`src/rtl/pe_ctrl_pkg.sv`:
```
`default_nettype none
// ============================================================================
//  Module      : pe_ctrl_pkg
//  Description : Shared control definitions for the binary-weight PE column:
//                B-bus command codes, field positions, word builders and the
//                one-hot sequencer state encoding.
//  Revision    : 1.0 - initial release
// ============================================================================
package pe_ctrl_pkg;

  // Command codes carried in the CMD field when FL=1.
  localparam logic [2:0] CMD_WGT  = 3'd0;
  localparam logic [2:0] CMD_RSET = 3'd1;
  localparam logic [2:0] CMD_ALT2 = 3'd2;
  localparam logic [2:0] CMD_INTM = 3'd3;
  localparam logic [2:0] CMD_LOAD = 3'd4;
  localparam logic [2:0] CMD_MULT = 3'd5;

  // Field positions that do not depend on the bus width.
  localparam int CMD_LSB = 1;
  localparam int IDX_LSB = 4;

  // One-hot sequencer states.
  localparam int         STATE_W = 8;
  localparam logic [7:0] S_IDLE  = 8'b0000_0001;
  localparam logic [7:0] S_RSET  = 8'b0000_0010;
  localparam logic [7:0] S_LOAD  = 8'b0000_0100;
  localparam logic [7:0] S_WGT   = 8'b0000_1000;
  localparam logic [7:0] S_MULT  = 8'b0001_0000;
  localparam logic [7:0] S_BIAS  = 8'b0010_0000;
  localparam logic [7:0] S_ALT2  = 8'b0100_0000;
  localparam logic [7:0] S_DRAIN = 8'b1000_0000;

  // Container wide enough for any supported bus width; callers truncate.
  typedef logic [31:0] bword_t;

  // Control word: FL set at bit nb-1, command in CMD, everything else zero.
  function automatic bword_t mk_ctrl(input int unsigned nb, input logic [2:0] cmd);
    bword_t w;
    w = '0;
    w[CMD_LSB+2:CMD_LSB] = cmd;
    w = w | (bword_t'(1) << (nb - 1));
    return w;
  endfunction

  // Weight word: FL set, CMD=0, row index in IDX, weight in bit 0.
  function automatic bword_t mk_wgt(input int unsigned nb, input logic [27:0] idx,
                                    input logic wbit);
    bword_t w;
    w = '0;
    w[31:IDX_LSB] = idx;
    w[CMD_LSB+2:CMD_LSB] = CMD_WGT;
    w[0] = wbit;
    w = w | (bword_t'(1) << (nb - 1));
    return w;
  endfunction

  // Bias word: FL clear, FP16 payload in the low half.
  function automatic bword_t mk_bias(input logic [15:0] data);
    bword_t w;
    w = '0;
    w[15:0] = data;
    return w;
  endfunction

endpackage
`default_nettype wire

```
`src/rtl/pe_seq_valid_pipe.sv`:
```
`default_nettype none
// ============================================================================
//  Module      : pe_seq_valid_pipe
//  Description : DEPTH-stage valid delay line. Tracks which cycles carry a
//                bias word through the PE column so the result at the column
//                bottom can be captured without looking at its contents.
//  Revision    : 1.0 - initial release
// ============================================================================
module pe_seq_valid_pipe #(
  parameter int DEPTH = 17
) (
  input  logic clk,
  input  logic rst_n,
  input  logic valid_i,
  output logic cap_o,
  output logic valid_o,
  output logic empty_o
);

  logic [DEPTH-1:0] pipe_q;

  // Shift the valid marker one stage per cycle; reset flushes every stage.
  always_ff @(posedge clk) begin
    if (!rst_n) begin
      pipe_q <= '0;
    end else begin
      pipe_q <= {pipe_q[DEPTH-2:0], valid_i};
    end
  end

  // Second-to-last stage enables data capture so data and valid leave together.
  assign cap_o   = pipe_q[DEPTH-2];
  assign valid_o = pipe_q[DEPTH-1];
  assign empty_o = ~|pipe_q;

endmodule
`default_nettype wire

```
`src/rtl/pe_column_sequencer.sv`:
```
`default_nettype none
// ============================================================================
//  Module      : pe_column_sequencer
//  Description : Drives the B bus of one PE column (RSET, LOAD, weights,
//                MULT, bias stream, ALT2) and captures the column results.
//                Optional feature macro: PE_SEQ_PERF_EN adds perf_cycles.
//  Revision    : 1.0 - initial release
// ============================================================================
module pe_column_sequencer
  import pe_ctrl_pkg::*;
#(
  parameter int NB   = 17,
  parameter int NID  = 7,
  parameter int ROWS = 16,
  parameter int VLW  = 16
) (
  input  logic           clk,
  input  logic           rst_n,
  input  logic           start,
  input  logic           skip_load,
  input  logic [VLW-1:0] vec_len,
  input  logic           w_valid,
  output logic           w_ready,
  input  logic           w_bit,
  input  logic           bb_valid,
  output logic           bb_ready,
  input  logic [15:0]    bb_data,
  output logic [NB-1:0]  b_out,
  output logic           act_en,
  input  logic [NB-1:0]  d_in,
  output logic           r_valid,
  output logic [15:0]    r_data,
  output logic           busy,
  output logic           done,
  output logic           err_underflow
`ifdef PE_SEQ_PERF_EN
  ,
  output logic [31:0]    perf_cycles
`endif
);

  // Counter wide enough for ROWS+1 (drain length) when ROWS = 2^NID.
  localparam int CW = NID + 1;

  localparam logic [NB-1:0] W_RSET = NB'(mk_ctrl(NB, CMD_RSET));
  localparam logic [NB-1:0] W_LOAD = NB'(mk_ctrl(NB, CMD_LOAD));
  localparam logic [NB-1:0] W_MULT = NB'(mk_ctrl(NB, CMD_MULT));
  localparam logic [NB-1:0] W_ALT2 = NB'(mk_ctrl(NB, CMD_ALT2));

  logic [STATE_W-1:0] state_q, state_d;
  logic [CW-1:0]      cnt_q, cnt_d;
  logic [VLW-1:0]     vcnt_q, vcnt_d;
  logic [NB-1:0]      b_out_q, b_out_d;
  logic               act_en_q, act_en_d;
  logic               done_q, done_d;
  logic               err_q, err_d;
  logic [15:0]        r_data_q;
  logic               pipe_cap, pipe_valid, pipe_empty;

  // Next-state and B-bus word selection; the word is registered one cycle later.
  always_comb begin
    state_d  = state_q;
    cnt_d    = cnt_q;
    vcnt_d   = vcnt_q;
    b_out_d  = '0;
    act_en_d = 1'b0;
    done_d   = 1'b0;
    err_d    = err_q;
    case (state_q)
      S_IDLE: begin
        if (start) begin
          err_d   = 1'b0;
          vcnt_d  = vec_len;
          state_d = skip_load ? S_MULT : S_RSET;
        end
      end
      S_RSET: begin
        b_out_d = W_RSET;
        state_d = S_LOAD;
      end
      S_LOAD: begin
        b_out_d = W_LOAD;
        cnt_d   = CW'(ROWS - 1);
        state_d = S_WGT;
      end
      S_WGT: begin
        // Rows go bottom-up: a loaded PE blocks everything addressed below it.
        if (w_valid) begin
          b_out_d = NB'(mk_wgt(NB, 28'(cnt_q[NID-1:0]), w_bit));
          if (cnt_q == '0) begin
            state_d = S_MULT;
          end else begin
            cnt_d = cnt_q - CW'(1);
          end
        end
      end
      S_MULT: begin
        b_out_d = W_MULT;
        state_d = (vcnt_q == '0) ? S_ALT2 : S_BIAS;
      end
      S_BIAS: begin
        // The column cannot stall here; a missing bias word becomes zero.
        act_en_d = 1'b1;
        b_out_d  = NB'(mk_bias(bb_valid ? bb_data : 16'h0000));
        if (!bb_valid) begin
          err_d = 1'b1;
        end
        vcnt_d = vcnt_q - VLW'(1);
        if (vcnt_q == VLW'(1)) begin
          state_d = S_ALT2;
        end
      end
      S_ALT2: begin
        b_out_d = W_ALT2;
        cnt_d   = CW'(ROWS + 1);
        state_d = S_DRAIN;
      end
      S_DRAIN: begin
        if ((cnt_q == '0) && pipe_empty) begin
          done_d  = 1'b1;
          state_d = S_IDLE;
        end else if (cnt_q != '0) begin
          cnt_d = cnt_q - CW'(1);
        end
      end
      default: begin
        state_d = S_IDLE;
      end
    endcase
  end

  // Sequencer registers; reset aborts any job and puts a bubble on the bus.
  always_ff @(posedge clk) begin
    if (!rst_n) begin
      state_q  <= S_IDLE;
      cnt_q    <= '0;
      vcnt_q   <= '0;
      b_out_q  <= '0;
      act_en_q <= 1'b0;
      done_q   <= 1'b0;
      err_q    <= 1'b0;
    end else begin
      state_q  <= state_d;
      cnt_q    <= cnt_d;
      vcnt_q   <= vcnt_d;
      b_out_q  <= b_out_d;
      act_en_q <= act_en_d;
      done_q   <= done_d;
      err_q    <= err_d;
    end
  end

  pe_seq_valid_pipe #(
    .DEPTH (ROWS + 1)
  ) u_valid_pipe (
    .clk     (clk),
    .rst_n   (rst_n),
    .valid_i (act_en_q),
    .cap_o   (pipe_cap),
    .valid_o (pipe_valid),
    .empty_o (pipe_empty)
  );

  // Result capture: validity comes only from the pipe, never from d_in data.
  always_ff @(posedge clk) begin
    if (!rst_n) begin
      r_data_q <= '0;
    end else if (pipe_cap) begin
      r_data_q <= d_in[15:0];
    end
  end

  // Upper D bits (flag/command lanes) carry nothing the sequencer needs.
  logic w_unused_dbits;
  assign w_unused_dbits = ^d_in[NB-1:16];

`ifdef PE_SEQ_PERF_EN
  logic [31:0] perf_q;

  // Busy-cycle counter: cleared by an accepted start, frozen while idle.
  always_ff @(posedge clk) begin
    if (!rst_n) begin
      perf_q <= '0;
    end else if ((state_q == S_IDLE) && start) begin
      perf_q <= '0;
    end else if (state_q != S_IDLE) begin
      perf_q <= perf_q + 32'd1;
    end
  end

  assign perf_cycles = perf_q;
`else
`endif

  assign b_out         = b_out_q;
  assign act_en        = act_en_q;
  assign w_ready       = (state_q == S_WGT);
  assign bb_ready      = (state_q == S_BIAS);
  assign busy          = (state_q != S_IDLE);
  assign done          = done_q;
  assign err_underflow = err_q;
  assign r_valid       = pipe_valid;
  assign r_data        = r_data_q;

endmodule
`default_nettype wire
```
`config.mk`:
```
export PLATFORM = sky130hd
export DESIGN_NAME = pe_column_sequencer
export DESIGN_NICKNAME = d
export VERILOG_FILES = /design/src/rtl/pe_ctrl_pkg.sv /design/src/rtl/pe_seq_valid_pipe.sv /design/src/rtl/pe_column_sequencer.sv
export SDC_FILE = /design/constraint.sdc
export NUM_CORES = 1
export LEC_CHECK = 0
export ABC_CLOCK_PERIOD_IN_PS = 4400
export CORE_UTILIZATION = 54
export CTS_BUF_LIST = sky130_fd_sc_hd__clkbuf_8
export DETAILED_ROUTE_END_ITERATION = 8
export PLACE_DENSITY = 0.87
export SYNTH_ARGS = -nofsm -noshare
export SYNTH_HDL_FRONTEND = slang
export SYNTH_HIERARCHICAL = 1
export SYNTH_SLANG_ARGS = --single-unit
```
`constraint.sdc`:
```
create_clock -name clk -period 4.4 [get_ports clk]
set_clock_uncertainty 0.15 [all_clocks]
set_input_delay 0.44 -clock clk [delete_from_list [all_inputs] [get_ports clk]]
set_output_delay 0.44 -clock clk [all_outputs]
set_load 0.005 [all_outputs]
```
Word level (Yosys, flattened, before mapping)
Index checks and enable logic that the tools add are counted.

operators by class
  add/sub/neg operators = 2
  eq/ne operators = 19
  muxes and demuxes = 23
  reduce and logical (&&, ||, !) cells = 13

operators with widths
  kind                     count
  $pmux W17 S6             1
  $mux W8                  9
  $pmux W8 S8              1
  $mux W16                 2
  $pmux W16 S2             1
  $pmux W8 S4              1
  $mux W17                 1
  $reduce_or A17 Y1        1
  $eq A16 B1 Y1 const B    1
  $logic_not A16 Y1        1
  $sub A16 B1 Y16 const B  1
  $ne A2 B2 Y1 const B     7
  $reduce_and A5 Y1        2
  $eq A8 B1 Y1 const B     1
  $eq A8 B2 Y1 const B     1
  $eq A8 B3 Y1 const B     1
  $eq A8 B4 Y1 const B     1
  $eq A8 B5 Y1 const B     1
  $eq A8 B6 Y1 const B     1
  $eq A8 B7 Y1 const B     1
  $eq A8 B8 Y1 const B     1
  $logic_not A8 Y1         1
  $ne A8 B1 Y1 const B     1
  $reduce_bool A8 Y1       1
  other kinds (12)         17

storage, ports and cells
  register bits after elaboration = 85
  word-level logic and storage cells = 66

Longest topological paths before layout
Gate-level depths: netlist of run 1.

  word-level depth = 5
  depth in mapped cells = 7
  mapped depth without buffers = 7

Hierarchy
The synthesis of run 1 kept the hierarchy.

by module, submodules not included
  module               times used  cells an instance  area an instance (um^2)
  pe_column_sequencer  1           361                3,228.1
  pe_seq_valid_pipe    1           41                 494.2

Worst setup path before layout of run 1
OpenSTA, ideal clock, no wires.

  path type = register to register
  from = reg vcnt_q[0]
  to = reg vcnt_q[12]
  setup time = 0.126 ns
  arrival = 1.789 ns
  data required time = 4.124 ns
  slack = 2.334 ns
  cell stages (with the launch flop) = 8
  buffers on the path = 0
  clock period less this slack = 2.066 ns
  cells stage by stage = dfxtp_1 > inv_1 > ha_1 > nor3b_1 > nand2b_4 > or3_4 > o22ai_1 > a221oi_2

between the ends
  longest elaborated chain between the ends = 2

ends and longest elaborated chain
  element                 line                        source
  start, declared         pe_column_sequencer.sv:52   logic [VLW-1:0] vcnt_q, vcnt_d;
  start signal, assigned  pe_column_sequencer.sv:145  vcnt_q <= vcnt_d;
  $sub A16 B1 Y16         pe_column_sequencer.sv:108  vcnt_d = vcnt_q - VLW'(1);
  $pmux W16 S2            pe_column_sequencer.sv:69   case (state_q)

No other way between the ends.
A chain may end at the register's enable or synchronous reset.

Final worst setup path of run 1
  from = reg state_q[3]
  to = out bb_ready

between the ends
  longest elaborated chain between the ends = 1

ends and longest elaborated chain
  element                 line                        source
  start, declared         pe_column_sequencer.sv:50   logic [STATE_W-1:0] state_q, state_d;
  start signal, assigned  pe_column_sequencer.sv:143  state_q <= state_d;
  $eq A8 B6 Y1            pe_column_sequencer.sv:198  assign bb_ready = (state_q == S_BIAS);
  end, declared           pe_column_sequencer.sv:26   output logic bb_ready,

No other way between the ends.

==> results of run 1 <==
report_power, final:
group,internal [uW],switching (uW)
clock network,236,278
registers,803,48.5
logic,163,185
total,1200,512
per-layer routing:
layer | track usage [%] | vias to the layer above | wire (um)
met1 | 31.0 | 1573 | 3790
met3 | 4.77 | 18 | 544
li1 | - | 1632 | -
met2 | 43.0 | 134 | 4120
met4 | 10.9 | 0 | 187
met5 | 0 | - | 0
sequential cells by signal (all words and copies together), names as in the netlist:
register,flops
u_valid_pipe/pipe_q,17
b_out,17
state_q,8
act_en,1
cnt_q,8
done,1
vcnt_q,16
r_data,16
err_underflow,1
layout by cell type, fill, tap and decap left out, types with 4 or more instances in the layout:
cell             synthesis  routed
nand2b_1                 4       4
a21oi_1                 11      11
nor2_1                  36      36
nor4_1                   7       7
clkdlybuf4s50_1          0      93
nand4b_1                 4       4
o21a_1                   6       6
inv_1                    8       9
a31oi_1                  7       7
nand3_1                  9       9
a22oi_1                 12      12
and2_1                  26      26
nor2b_1                 17      17
o221a_2                  4       4
mux2i_1                 16      16
nor3_1                  13      13
nand2_1                 22      22
ha_1                     4       4
dfxtp_1                 85      85
clkbuf_8                 0      11
a21boi_0                 6       6
o21ai_0                 18      18
xor2_1                   6       6
a211oi_1                 5       5
nand4_1                  8       8
cells by family after synthesis:
group,Yosys count,share of synthesized area (%)
xor+xnor,7,1.65
flops,85,45.7
simple gates,171,26.5
compound gates,92,17.5
buf+inv,27,2.99
fa+ha+maj,4,1.34
mux,16,4.30
stage by stage:
stage / std cells / util [%] / hold WS [ns]
after floorplan: 402 / - / 0.280
after global placement: 556 / 72.1 / 0.289
after detailed placement: 556 / 72.1 / 0.294
after CTS: 572 / 75.0 / 0.314
after global routing: 572 / 75.0 / 0.336
final: 572 / 75.0 / 0.314
worst paths after layout:
check / start / endpoint / slack (ns)
min reg2reg: u_valid_pipe/pipe_q[7] / u_valid_pipe/pipe_q[8] / 0.31
max reg2reg: state_q[3] / b_out[3] / 1.53
min: u_valid_pipe/pipe_q[7] / u_valid_pipe/pipe_q[8] / 0.31
max: state_q[3] / bb_ready / 0.98
cell type report:
class                      count  area (um2)
clock buffer                  11         151
inverter                       9        33.8
fill                         496        1620
clock inverter                 5        35.0
timing repair buffer          95         943
multi-input combinational    290        1910
tap                           77        96.3
sequential                    85        1700
==> results.py, run 1 <==
metrics = {
    "outcome": {
        "outcome": "complete, no violations",
    },
    "power_and_ir_drop": {
        "power_uw": 1710,
        "power_density_mw_per_mm2": 352,
        "peakVddDrop_mv": 0.221,
        "p_leak_uw": 0.00178,
    },
    "floorplanning": {
        "core-area_mm2": 0.00649,
        "die_x_um": 85.0,
        "fp.dieH_um": 85.0,
        "io_pins": 96,
        "die_area_mm2": 0.00723,
        "start_util_pct": 57.3,
        "rows": 29,
    },
    "placement": {
        "portBuffers": 94,
        "place.gp.congestion": 0.795,
        "dp_slack_ns": 1.40,
        "placed_cell_area_mm2": 0.00468,
        "hpwlAfterDp_um": 6060,
    },
    "global_route": {
        "grt_max_degree": 69,
        "track_usage_pct": 25.2,
        "antenna_found_initial": 0,
        "grt_pass1_vias": 3226,
        "overflow": 0,
        "grt_first_pass_wirelength_um": 14600,
    },
    "worst_hold_path": {
        "hold_path.class": "reg -> reg",
        "hold_depth": 1,
    },
    "worst_setup_path": {
        "cp.depth": 4,
        "cp-start-kind": "flop",
        "worst-setup-path-type": "reg -> out",
        "crit_family": "buffers and inverters",
        "cp_slowest_cell": "clkdlybuf4s50_1",
        "worst_setup_path_end_kind": "primary output",
        "reg2reg_depth": 6,
        "crit_fanout": 27,
        "path_buf_inv": 2,
        "crit_path_max_incr_delay_ns": 0.59,
        "crit_required_ns": 3.81,
        "crit_path_cell_trace": "nor4_4, nand3_2, inv_2, clkdlybuf4s50_1",
        "arrival_ns": 2.83,
    },
    "yosys": {
        "yosys_most_used_dff": "dfxtp_1",
        "synth_top_cell_by_area": "dfxtp_1",
        "syn_nets": 462,
        "synth_edf_count": 0,
        "synth_most_common_cell": "dfxtp_1",
        "ys_seq_elements": 85,
        "synth_cells": 402,
        "avgSynthCellArea_um2": 9.26,
        "seq_area_frac_synth_pct": 45.7,
        "synth_area_mm2": 0.00372,
        "yosys.area.top_type_share_pct": 45.7,
        "synthArstFlopShare_pct": 0,
        "yosysUniqueCellTypes": 58,
        "ys_warn_count": 6,
        "synthTopCellsByArea": "dfxtp_1, and2_1, mux2i_1",
        "synth_commonest_cells": "dfxtp_1, nor2_1, and2_1, nand2_1, o21ai_0",
    },
    "clock_tree": {
        "h-tree-depth": 3,
        "cts_tree": "done",
        "clk_latency_ns": 0.36,
        "cts.reportedPaths.clkPinSlew_ns": 0.09,
        "cts_max_path_buffers": 2,
        "cts_hold_buf": 0,
        "cts_setup_buffers": 0,
        "clock_sinks": 85,
        "cts_buffers": 9,
        "root_buffer": "clkbuf_8",
        "cts_resized": 0,
    },
    "routing": {
        "drt_iter0_drc": 186,
        "drc": 0,
        "ant_nets": 0,
        "vias_per_cell": 5.87,
        "vias": 3357,
        "drt-pass1-iter-count": 5,
        "routed_wl_um": 8650,
        "avgRoutedWirePerCell_um": 15.1,
    },
    "timing": {
        "period_needed_ns": 3.42,
        "slew_violations": 0,
        "setup_slack_ns": 0.983,
        "relSlewSlack_pct": 34.4,
        "fmaxAchievable_ghz": 0.293,
        "period_share_pct": 77.7,
        "hold_violations": 0,
        "finalSetupViolations": 0,
        "rsz0062_at_grt": "false",
        "tightest_slew_ns": 0.983,
        "setup_tns_ns": 0,
    },
    "layout": {
        "drive_gt1_share_pct": 7.27,
        "fin_area_mm2": 0.00487,
        "nNetsFinal": 550,
        "n_antenna_cell": 0,
        "areaGrowthSynthToFinish_pct": 30.9,
    },
    "flow_run": {
        "cap_violations": 0,
    },
}
(Power assumes the default switching activity.)
==> run 2, diff against run 1 <==
Settings changed: ABC_CLOCK_PERIOD_IN_PS 4400 to 3300, CORE_UTILIZATION 54 to 50, PLACE_DENSITY 0.87 to 0.82.
Clock period 4.4 ns to 3.3 ns, I/O delays scaled along.
==> run 2 against run 1 <==
Against the previous run: non-clock buffer count increased by 2; power grew 36%; hold slack worse by 0.0046 ns; first-iteration DRC count rose by 18%; die area increased by 7.8%; clock-buffer cell count is 2 lower; critical path type unchanged; largest cell class unchanged; largest power group unchanged; highest routed layer unchanged.
==> results.py, run 2 (synthesis gave the netlist of run 1 again) <==
metrics = {
    "outcome": {
        "outcome": "complete, no violations",
    },
    "routing": {
        "drt-pass1-iter-count": 5,
        "drc": 0,
        "vias_per_cell": 5.53,
        "vias": 3296,
        "drt_iter0_drc": 219,
        "routed_wl_um": 8690,
        "avgRoutedWirePerCell_um": 14.6,
        "ant_nets": 0,
    },
    "worst_setup_path": {
        "arrival_ns": 2.31,
        "worst_setup_path_end_kind": "primary output",
        "crit_fanout": 27,
        "crit_path_max_incr_delay_ns": 0.59,
        "crit_required_ns": 2.82,
        "cp_slowest_cell": "clkdlybuf4s50_1",
        "worst-setup-path-type": "reg -> out",
        "crit_path_cell_trace": "nor4_4, nand3_2, inv_2, clkdlybuf4s50_1",
        "cp-start-kind": "flop",
    },
    "clock_tree": {
        "clock_sinks": 85,
        "h-tree-depth": 3,
        "cts_tree": "done",
        "cts.reportedPaths.clkPinSlew_ns": 0.09,
        "cts_max_path_buffers": 2,
        "cts_hold_buf": 0,
        "cts_buffers": 9,
        "root_buffer": "clkbuf_8",
        "clk_latency_ns": 0.36,
        "cts_setup_buffers": 0,
        "cts_resized": 0,
    },
    "global_route": {
        "overflow": 0,
        "track_usage_pct": 23.3,
        "grt_pass1_vias": 2905,
        "antenna_found_initial": 0,
        "grt_first_pass_wirelength_um": 13900,
        "grt_max_degree": 38,
    },
    "floorplanning": {
        "core-area_mm2": 0.00721,
        "die_x_um": 88.3,
        "rows": 31,
        "die_area_mm2": 0.00779,
        "io_pins": 96,
        "fp.dieH_um": 88.3,
        "start_util_pct": 51.6,
    },
    "layout": {
        "drive_gt1_share_pct": 7.65,
        "nFillCells": 597,
        "final_cell_mix": "clkdlybuf4s50_1, dfxtp_1, nor2_1",
        "nNetsFinal": 552,
        "fin_cells": 596,
        "areaGrowthSynthToFinish_pct": 32.3,
        "n_antenna_cell": 0,
        "final_common_cell": "clkdlybuf4s50_1",
    },
    "power_and_ir_drop": {
        "power_uw": 2330,
        "peakVddDrop_mv": 0.235,
        "p_leak_uw": 0.00180,
        "power_density_mw_per_mm2": 473,
    },
    "timing": {
        "rsz0062_at_grt": "false",
        "period_share_pct": 84.5,
        "period_needed_ns": 2.79,
        "relSlewSlack_pct": 35.4,
        "slew_violations": 0,
        "hold_violations": 0,
        "finalSetupViolations": 0,
        "setup_tns_ns": 0,
        "tightest_slew_ns": 0.968,
        "fmaxAchievable_ghz": 0.359,
    },
    "placement": {
        "hpwlAfterDp_um": 6060,
        "place.gp.congestion": 0.829,
        "dp_cells": 580,
        "portBuffers": 94,
    },
    "worst_hold_path": {
        "hold_path.class": "reg -> reg",
    },
    "flow_run": {
        "cap_violations": 0,
    },
}
[run 2: cell types whose count changed in the layout (fill, tap and decap cells not counted)]
cell and delta:
buf_4 +2, clkbuf_8 -2, bufinv_16 +1, clkinv_4 +1
clkinvlp_4 -1, inv_6 +1
[run 2: final timing paths]
path,startpoint,to,slack (ns),cells past startpoint
min,u_valid_pipe/pipe_q[8],u_valid_pipe/pipe_q[9],0.31,1
min reg2reg,u_valid_pipe/pipe_q[8],u_valid_pipe/pipe_q[9],0.31,1
max reg2reg,vcnt_q[0],vcnt_q[12],0.91,7
max,state_q[3],bb_ready,0.51,4
[run 2: stage by stage]
stage	hold slack [ns]	cell area [um2]	utilization (%)	setup slack [ns]
floorplan	0.259	3720	-	1.23
global placement	0.289	4730	65.5	0.938
detailed placement	0.298	4730	65.5	0.897
CTS	0.312	4930	68.3	0.492
global route	0.323	4930	68.3	0.345
finish	0.309	4930	68.3	0.512
[run 2: power breakdown]
| group | switching [uW] | leakage, uW | internal [uW] | total, uW |
|---|---|---|---|---|
| Clock | 385 | 0.0000976 | 354 | 739 |
| Sequential | 63.5 | 0.000688 | 1070 | 1130 |
| Combinational | 240 | 0.00101 | 217 | 458 |
| Total | 689 | 0.00180 | 1640 | 2330 |
[run 2: layer usage]
layer | track usage (%) | share of wire, % | vias up
li1 | - | - | 1636
met1 | 30.1 | 45 | 1522
met5 | 0 | 0 | -
met4 | 8.36 | 1.4 | 0
met2 | 38.0 | 47 | 126
met3 | 5.88 | 6.8 | 12
[run 2: cell type report]
type	count	area (um2)	area share [%]
multi-input cells	290	1910	38.8
well taps	99	124	2.51
flip-flops and latches	85	1700	34.5
inverters	9	33.8	0.686
clock inverters	7	75.1	1.52
repair buffers	97	958	19.5
clock buffers	9	124	2.51
[run 2: critical path, delay by kind of cell (launching register included)]
kind                   cells  cell delay (ns)
DFF                        1             0.39
and+or+nand+nor            2             0.62
buffers and inverters      2             0.95
